`config.mk`:
```
export PLATFORM = sky130hd
export DESIGN_NAME = adder_axis
export DESIGN_NICKNAME = d
export VERILOG_FILES = /design/src/rtl/adder_pkg.sv /design/src/rtl/adder_comb.sv /design/src/rtl/adder_axis.sv
export SDC_FILE = /design/constraint.sdc
export NUM_CORES = 1
export LEC_CHECK = 0
export CAP_MARGIN = 0
export CORE_UTILIZATION = 41
export DETAILED_ROUTE_END_ITERATION = 6
export PLACE_DENSITY = 0.75
export RECOVER_POWER = 25
export SKIP_CTS_REPAIR_TIMING = 1
export SYNTH_ARGS = -nofsm -noshare
export SYNTH_HDL_FRONTEND = slang
export SYNTH_SLANG_ARGS = --single-unit
```
`constraint.sdc`:
```
create_clock -name clk_i -period 1.4 [get_ports clk_i]
set_input_delay 0.14 -clock clk_i [delete_from_list [all_inputs] [get_ports clk_i]]
set_output_delay 0.14 -clock clk_i [all_outputs]
set_load 0.1 [all_outputs]
```
`src/rtl/adder_pkg.sv`:
```
// Shared definitions for the AXI-Stream adder stage.
package adder_pkg;

  localparam int unsigned DEFAULT_WIDTH = 4;

  // Output buffer occupancy; the encoding is the entry count itself.
  typedef enum logic [1:0] {
    CNT_EMPTY = 2'd0,
    CNT_ONE   = 2'd1,
    CNT_FULL  = 2'd2
  } count_e;

  // Sum width: one carry bit above the operand width.
  function automatic int unsigned sum_width(input int unsigned width);
    return width + 1;
  endfunction

endpackage

```
`src/rtl/adder_comb.sv`:
```
// Purely combinational unsigned adder with carry-out as the sum MSB.
module adder_comb
  import adder_pkg::*;
#(
  parameter int unsigned WIDTH = DEFAULT_WIDTH
) (
  input  logic [WIDTH-1:0] op_a,
  input  logic [WIDTH-1:0] op_b,
  output logic [WIDTH:0]   sum
);

  // Zero-extend both operands so the carry lands in the top bit.
  assign sum = {1'b0, op_a} + {1'b0, op_b};

endmodule

```
`src/rtl/adder_axis.sv`:
```
// AXI-Stream stage: joins two operand streams, adds them and buffers the
// sums in a 2-entry FIFO so input readies never see the downstream ready.
module adder_axis
  import adder_pkg::*;
#(
  parameter int unsigned WIDTH = DEFAULT_WIDTH
) (
  input  logic             clk_i,
  input  logic             rst_i,
  input  logic [WIDTH-1:0] data1_tdata_i,
  input  logic             data1_tvalid_i,
  output logic             data1_tready_o,
  input  logic [WIDTH-1:0] data2_tdata_i,
  input  logic             data2_tvalid_i,
  output logic             data2_tready_o,
  output logic [WIDTH:0]   sum_tdata_o,
  output logic             sum_tvalid_o,
  input  logic             sum_tready_i
);

  localparam int unsigned SUM_W = sum_width(WIDTH);

  count_e           count_q, count_d;
  logic [SUM_W-1:0] buf0_q, buf0_d;
  logic [SUM_W-1:0] buf1_q, buf1_d;
  logic [SUM_W-1:0] sum;
  logic             full;
  logic             accept;
  logic             pop;

  adder_comb #(
    .WIDTH (WIDTH)
  ) u_adder_comb (
    .op_a (data1_tdata_i),
    .op_b (data2_tdata_i),
    .sum  (sum)
  );

  // Full comes straight from the count register, keeping sum_tready_i out
  // of the input ready paths. Readies are forced low during reset.
  assign full           = (count_q == CNT_FULL);
  assign data1_tready_o = data2_tvalid_i & ~full & ~rst_i;
  assign data2_tready_o = data1_tvalid_i & ~full & ~rst_i;
  assign accept         = data1_tvalid_i & data2_tvalid_i & ~full & ~rst_i;

  assign sum_tvalid_o = (count_q != CNT_EMPTY);
  assign sum_tdata_o  = buf0_q;
  assign pop          = sum_tvalid_o & sum_tready_i;

  // Occupancy and buffer update: next state of count, head and tail.
  always_comb begin
    count_d = count_q;
    buf0_d  = buf0_q;
    buf1_d  = buf1_q;
    case (count_q)
      CNT_EMPTY: begin
        if (accept) begin
          count_d = CNT_ONE;
          buf0_d  = sum;
        end
      end
      CNT_ONE: begin
        if (accept && pop) begin
          buf0_d = sum;
        end else if (accept) begin
          count_d = CNT_FULL;
          buf1_d  = sum;
        end else if (pop) begin
          count_d = CNT_EMPTY;
        end
      end
      CNT_FULL: begin
        if (pop) begin
          count_d = CNT_ONE;
          buf0_d  = buf1_q;
        end
      end
      default: begin
        count_d = CNT_EMPTY;
      end
    endcase
  end

  // State registers with synchronous reset that discards buffered sums.
  always_ff @(posedge clk_i) begin
    if (rst_i) begin
      count_q <= CNT_EMPTY;
      buf0_q  <= '0;
      buf1_q  <= '0;
    end else begin
      count_q <= count_d;
      buf0_q  <= buf0_d;
      buf1_q  <= buf1_d;
    end
  end

endmodule

```
; ---- Word level (Yosys, flattened, before mapping)
; Cells that the tools add are included.
[totals]
inputBits = 13
register_bits = 12
output_inout_bits = 8
word_cells = 39
[classes]
mux = 10
n_reduce_logical = 7
addsub = 1
eq_ne = 7
bitwise = 11
[op_table]
columns = cell, n
row1 = $mux 5, 3
row2 = $pmux 5 s3, 1
row3 = $mux 2, 5
row4 = $and 1x1->1, 8
row5 = $reduce_and 4->1, 2
row6 = $ne 2x2->1 const B, 3
row7 = $pmux 2 s3, 1
row8 = $add 4x4->5, 1
row9 = $ne 3x3->1 const B, 1
row10 = $not 1->1, 3
row11 = $reduce_and 3->1, 1
row12 = $reduce_bool 3->1, 1
row13 = $eq 2x1->1 const B, 1
row14 = $eq 2x2->1 const B, 1
row15 = $logic_not 2->1, 1
row16 = $ne 2x1->1 const B, 1
row17 = $reduce_bool 2->1, 1
row18 = $logic_and 1x1->1, 1

; ---- Logic depth before layout (Yosys ltp)
; Gate-level depths: netlist of run 1.
[depth]
word_depth = 7
mapped_depth = 7
mapped_depth_nobuf = 7

; ---- Hierarchy
; A second synthesis of run 1 with hierarchy kept.
[unflattened]
cells_unflattened = 73
area_unflattened_um2 = 711.9
[by_module_without_submodules]
columns = module, area_each_um2, cells_per_inst, seq_area_each_um2, instances
row1 = adder_axis, 575.6, 57, 240.2, 1
row2 = adder_comb, 136.4, 16, 0.0, 1

; ---- Worst setup path after synthesis of run 1
; No wires, ideal clock.
[synth_timing]
path_type = register to output
start = register count_q[1]
end = output port data1_tready_o
required_ns = 1.260
path_stages_with_launch = 5
slack_ns = -1.792
arrival_time_ns = 3.052
n_path_buf = 2
cell_sequence = dfxtp_1 buf_2 and2b_2 clkbuf_1 nor3b_1
[synth_between]
elab_chain_len = 4
[synth_lines]
columns = element, line
row1 = "start, declared", adder_axis.sv:23  ; count_e count_q, count_d;
row2 = "start signal, assigned", adder_axis.sv:91  ; count_q <= count_d;
row3 = $eq 2x2->1, adder_axis.sv:41  ; assign full = (count_q == CNT_FULL);
row4 = $not 1->1, adder_axis.sv:42  ; assign data1_tready_o = data2_tvalid_i & ~full & ~rst_i;
row5 = $and 1x1->1 (2 in series), adder_axis.sv:42
row6 = "end, declared", adder_axis.sv:12  ; output logic data1_tready_o,
; Every way passes these cells.

; ---- Worst setup path in the final report of run 1
[layout_timing]
start = register count_q[0]
end = output port data2_tready_o
[layout_between]
elab_chain_len = 4
[layout_lines]
columns = element, line
row1 = $eq 2x2->1, adder_axis.sv:41
row2 = $not 1->1, adder_axis.sv:43  ; assign data2_tready_o = data1_tvalid_i & ~full & ~rst_i;
row3 = $and 1x1->1 (2 in series), adder_axis.sv:43
row4 = "end, declared", adder_axis.sv:15  ; output logic data2_tready_o,
; Every way passes these cells.

==> results_dict.tcl, run 1 <==
set metrics [dict create \
    status "finished with violations" \
    violations "setup timing" \
    cts.htree.levels 1 \
    fin_crit_ps 1570 \
    grtUsageTotal_pct 17.2 \
    drtIter0Drc 7 \
    worstMarginPinSlew_ps 538 \
    die_area_um2 1960 \
    rsz0062_at_grt "yes" \
    crit_arrival_ps 1430 \
    synth.area.top_cells "dfxtp_1, mux2i_1, ha_1" \
    worstPathCellList "and2b_2 > buf_6 > nor3b_4 > buf_12" \
    ir_drop_uv 807 \
    clock_latency_ps 270 \
    die_y_um 44.3 \
    power.leakage_nw 0.584 \
    dr_wl_met3_um 55 \
    numCtsBuffers 3 \
    grt_pass1_vias 632 \
    topRoutingLayerUsed "met4" \
    drt-total-wl_um 1700 \
    syn_area_um2 734 \
    end_kind "output pin" \
    max_freq_ghz 0.636 \
    grt_max_degree 15 \
    n_antenna_cell 0 \
    p_clk_share_pct 23.8 \
    clockBufferDepth 2 \
    core_um2 1590 \
    yosys_most_used_dff "dfxtp_1" \
    power_density_nw_per_um2 756 \
    place_inst 131 \
    grt_pass1_wl_um 2500 \
    fin_skew_ps 2.49 \
    whs_ps 264 \
    cts_tree "done" \
    switching_share_pct 33.6 \
    crit_path_start_kind "register" \
    syn_inst 79 \
    synth_cell_type_count 31 \
    maxCapViolCount 0 \
    maxSlewHeadroom_pct 64.3 \
    worstPathMaxFanout 5 \
    synth_edf_count 0 \
    drt_first_pass_iters 4 \
    cts_root_buffer "clkbuf_4" \
    synth.top_cell.area_share_pct 32.7 \
    crit_family "simple AND/OR/NAND/NOR gates" \
    place_area_um2 1140 \
    design_area_um2 1200 \
    finalSetupViolCount 5 \
    drcViolationCount 0 \
    die_w_um 44.3 \
    crit_type "reg -> out" \
    synth_commonest_cells "dfxtp_1, nor2_1, mux2i_1" \
    cts.sinks 12 \
    areaGrowthSynthToFinish_pct 63.2 \
    start_util_pct 46.1 \
    drive_above_1_share_pct 40.2 \
    rows 14 \
    ys_seq_area_share_pct 32.7 \
    layout_setup_ws_ps -172 \
    pin_count 21 \
    syn_nets 97 \
    tns_ps -474 \
    seq_power_share_pct 39.9 \
    drtAntennaViolNets 0 \
    syn_avg_cell_area_um2 9.30 \
    fill_cells 109 \
    hold_class "in -> reg" \
    antenna_found_initial 0 \
    path_buf_inv 2 \
    wl_met1_um 752 \
    portBuffers 20 \
    yosysTopAreaCell "dfxtp_1" \
    cp_slowest_cell "dfxtp_2" \
    synth_warnings 0 \
    finalHoldViolCount 0 \
    routedWlPerCell_um 12.5 \
    post-route-period-util_pct 112 \
    place_hpwl_um 1270 \
    place_congestion 0.806 \
    wl_met2_um 875 \
    power_frac_comb_pct 36.2 \
    switchingPower_mw 0.304 \
    cp.required_ps 1260 \
    async_reset_ff_share_pct 0 \
    power.internal_mw 0.601 \
    max_stage_delay_ps 350 \
    fin_nets 132 \
    maxSlewViolCount 0 \
    vias_per_cell 5.03 \
    path_clk_slew_ps 80 \
    vias 684 \
    ys_ff_latch 12 \
    overflow 0 \
    finalNonFillerCells 136 \
]
[layout by cell type (no fill, tap or decap), types with 2 or more instances in the layout]
cell / Yosys / layout
nor2_1: 12 / 12
buf_4: 0 / 12
dfxtp_1: 12 / 9
mux2i_1: 8 / 8
dlymetal6s2s_1: 0 / 8
buf_12: 0 / 6
nand2_1: 4 / 4
clkdlybuf4s50_1: 0 / 4
inv_1: 4 / 3
nand2b_1: 3 / 3
a21oi_1: 4 / 3
clkbuf_4: 0 / 3
dfxtp_2: 0 / 3
nor3b_4: 0 / 2
a211oi_1: 3 / 2
ha_2: 0 / 2
ha_1: 4 / 2
clkbuf_2: 0 / 2
buf_6: 1 / 2
[worst min-delay path: cells and delay by family]
| kind | cells | cell delay (ps) |
|---|---|---|
| and+or+nand+nor | 1 | 70 |
| buffers and inverters | 1 | 90 |
| muxes | 1 | 60 |
| adders and majority gates | 1 | 150 |
[routing by layer]
metal	track usage [%]	vias up
li1	-	344
met4	6.06	0
met5	0	-
met2	28.2	14
met3	5.31	2
met1	21.2	324
[metrics by stage]
| step | utilization (%) | setup slack [ps] | total power, mW |
|---|---|---|---|
| after global placement | 71.3 | -471 | 0.689 |
| after detailed placement | 71.3 | -524 | 0.695 |
| after floorplan | - | -347 | 0.559 |
| after global routing | 75.2 | -234 | 0.941 |
| final | 75.2 | -172 | 0.906 |
| after CTS | 72.7 | -245 | 0.904 |
[power by group through the flow]
stage	Clock, mW	Sequential, mW	Combinational [mW]
floorplan	0	0.418	0.141
global placement	0	0.371	0.319
detailed placement	0	0.371	0.324
CTS	0.216	0.363	0.325
global route	0.231	0.363	0.347
finish	0.216	0.362	0.328
[cell type report]
cell class | instances | area, µm² | share of cell area [%]
clock buffers | 3 | 22.5 | 1.88
inverters | 4 | 15.0 | 1.25
multi-input cells | 59 | 504 | 42.1
flip-flops and latches | 12 | 244 | 20.4
well taps | 24 | 30.0 | 2.51
repair buffers | 34 | 383 | 31.9
[sequential cells by signal (all words and copies together) (netlist names)]
signal,count
buf1_q,5
count_q,2
sum_tdata_o,5
[path summary, 6_finish.rpt]
kind	slack, ps	depth (start not counted)	endpoint	start
setup reg to reg	-70	5	sum_tdata_o[3]$_SDFFE_PP0P_	count_q[0]$_SDFFE_PP0P_
hold / removal	260	4	buf1_q[0]$_SDFFE_PP0P_	data1_tdata_i[0]
setup / recovery	-170	4	data2_tready_o	count_q[0]$_SDFFE_PP0P_
hold reg to reg	490	2	buf1_q[3]$_SDFFE_PP0P_	buf1_q[3]$_SDFFE_PP0P_
[kinds of logic after synthesis]
logic type      count (synthesis)  share of synthesized area, %
simple gates                   30                          24.2
compound gates                 14                          14.7
flops                          12                          32.7
mux                             9                          12.4
buf+inv                         8                          5.28
fa+ha+maj                       5                          9.54
xor+xnor                        1                          1.19
(Power assumes the default switching activity.)
==> run 2, diff against run 1 <==
--- a/config.mk
+++ b/config.mk
@@ -8,6 +8,7 @@
 export CAP_MARGIN = 0
 export CORE_UTILIZATION = 41
 export DETAILED_ROUTE_END_ITERATION = 6
+export MAX_ROUTING_LAYER = met4
 export PLACE_DENSITY = 0.75
 export RECOVER_POWER = 25
 export SKIP_CTS_REPAIR_TIMING = 1
==> results_dict.tcl, run 2 (same netlist as run 1, synthesis figures left out) <==
set metrics [dict create \
    fill_cells 109 \
    crit_path_start_kind "register" \
    wl_met2_um 875 \
    rsz0062_at_grt "yes" \
    drtAntennaViolNets 0 \
    finalNonFillerCells 136 \
    overflow 0 \
    path_clk_slew_ps 80 \
    drtIter0Drc 5 \
    drt-total-wl_um 1700 \
    worstPathMaxFanout 5 \
    dr_wl_met3_um 57 \
    areaGrowthSynthToFinish_pct 63.2 \
    maxCapViolCount 0 \
    numCtsBuffers 3 \
    drt_first_pass_iters 4 \
    cp-startpoint "count_q[0]$_SDFFE_PP0P_" \
    pin_count 21 \
    worstMarginPinSlew_ps 538 \
    finalSetupViolCount 5 \
    whs_ps 264 \
    routedWlPerCell_um 12.5 \
    die_w_um 44.3 \
    fin_skew_ps 2.49 \
    crit_arrival_ps 1430 \
    fin_nets 132 \
    tns_ps -474 \
    vias_per_cell 5.03 \
    drive_above_1_share_pct 40.2 \
    r2r-start "count_q[0]$_SDFFE_PP0P_" \
    place_ws_ps -524 \
    n_antenna_cell 0 \
    clock_latency_ps 270 \
    rr_endpoint "sum_tdata_o[3]$_SDFFE_PP0P_" \
    layout_setup_ws_ps -172 \
    power_mw 0.906 \
    cts_tree "done" \
    multi_input_area_um2 504 \
    cts.sinks 12 \
    maxSlewHeadroom_pct 64.3 \
    grt_pass1_vias 632 \
    hold_class "in -> reg" \
    place_hpwl_um 1270 \
    hold_start "data1_tdata_i[0]" \
    power.leakage_nw 0.584 \
    core_um2 1590 \
    finalHoldViolCount 0 \
    rows 14 \
    ir_drop_uv 807 \
    grtUsageTotal_pct 17.7 \
    vias 684 \
    reg2reg_slack_ps -70 \
    r2r_cells 5 \
    drcViolationCount 0 \
    cts.htree.levels 1 \
    crit_type "reg -> out" \
    clockBufferDepth 2 \
    hold_end "buf1_q[0]$_SDFFE_PP0P_" \
    portBuffers 20 \
    topRoutingLayerUsed "met4" \
    wl_met1_um 749 \
    post-route-period-util_pct 112 \
    seqCellArea_um2 244 \
    violations "setup timing" \
    cp.required_ps 1260 \
    place_inst 131 \
    die_area_um2 1960 \
    max_freq_ghz 0.636 \
    cts_root_buffer "clkbuf_4" \
    start_util_pct 46.1 \
    status "finished with violations" \
    antenna_found_initial 0 \
    hold_path_depth 4 \
    fin_crit_ps 1570 \
    grt_max_degree 15 \
    end_kind "output pin" \
    power_density_nw_per_um2 756 \
    maxSlewViolCount 0 \
    final_cell_mix "nor2_1, buf_4, dfxtp_1, mux2i_1, dlymetal6s2s_1" \
    die_y_um 44.3 \
    grt_pass1_wl_um 2500 \
    place_congestion 0.818 \
]
run 2: layout make-up:
cell class	count	share of cell area, %
sequential	12	20.4
clock buffer	3	1.88
tap	24	2.51
inverter	4	1.25
multi-input combinational	59	42.1
timing repair buffer	34	31.9
run 2: per-stage QoR:
stage | instance area (µm²) | utilization [%]
floorplan | 776 | -
global placement | 1140 | 71.3
detailed placement | 1140 | 71.3
CTS | 1160 | 72.7
global route | 1200 | 75.2
finish | 1200 | 75.2
run 2: report_power, final:
part           internal, mW  switching (mW)  leakage (nW)  total, mW
Sequential            0.352         0.00926        0.0987      0.362
Clock                0.0995           0.117        0.0138      0.216
Combinational         0.150           0.179         0.472      0.328
Total                 0.601           0.304         0.584      0.906
run 2: critical path, stage by stage (launching register included):
cell and delay [ps]:
dfxtp_2 350, and2b_2 260, buf_6 140, nor3b_4 220, buf_12 200
run 2: worst max-delay path by stage:
stage | end
detailed placement | sum_tdata_o[1]$_SDFFE_PP0P_
floorplan | data1_tready_o
global route | data2_tready_o
CTS | sum_tdata_o[4]$_SDFFE_PP0P_
global placement | sum_tdata_o[4]$_SDFFE_PP0P_
finish | data2_tready_o
run 2: layer usage:
metal,GRT usage [%],up-vias
li1,-,344
met4,6.06,0
met5,-,-
met1,21.2,324
met3,5.31,2
met2,28.2,14
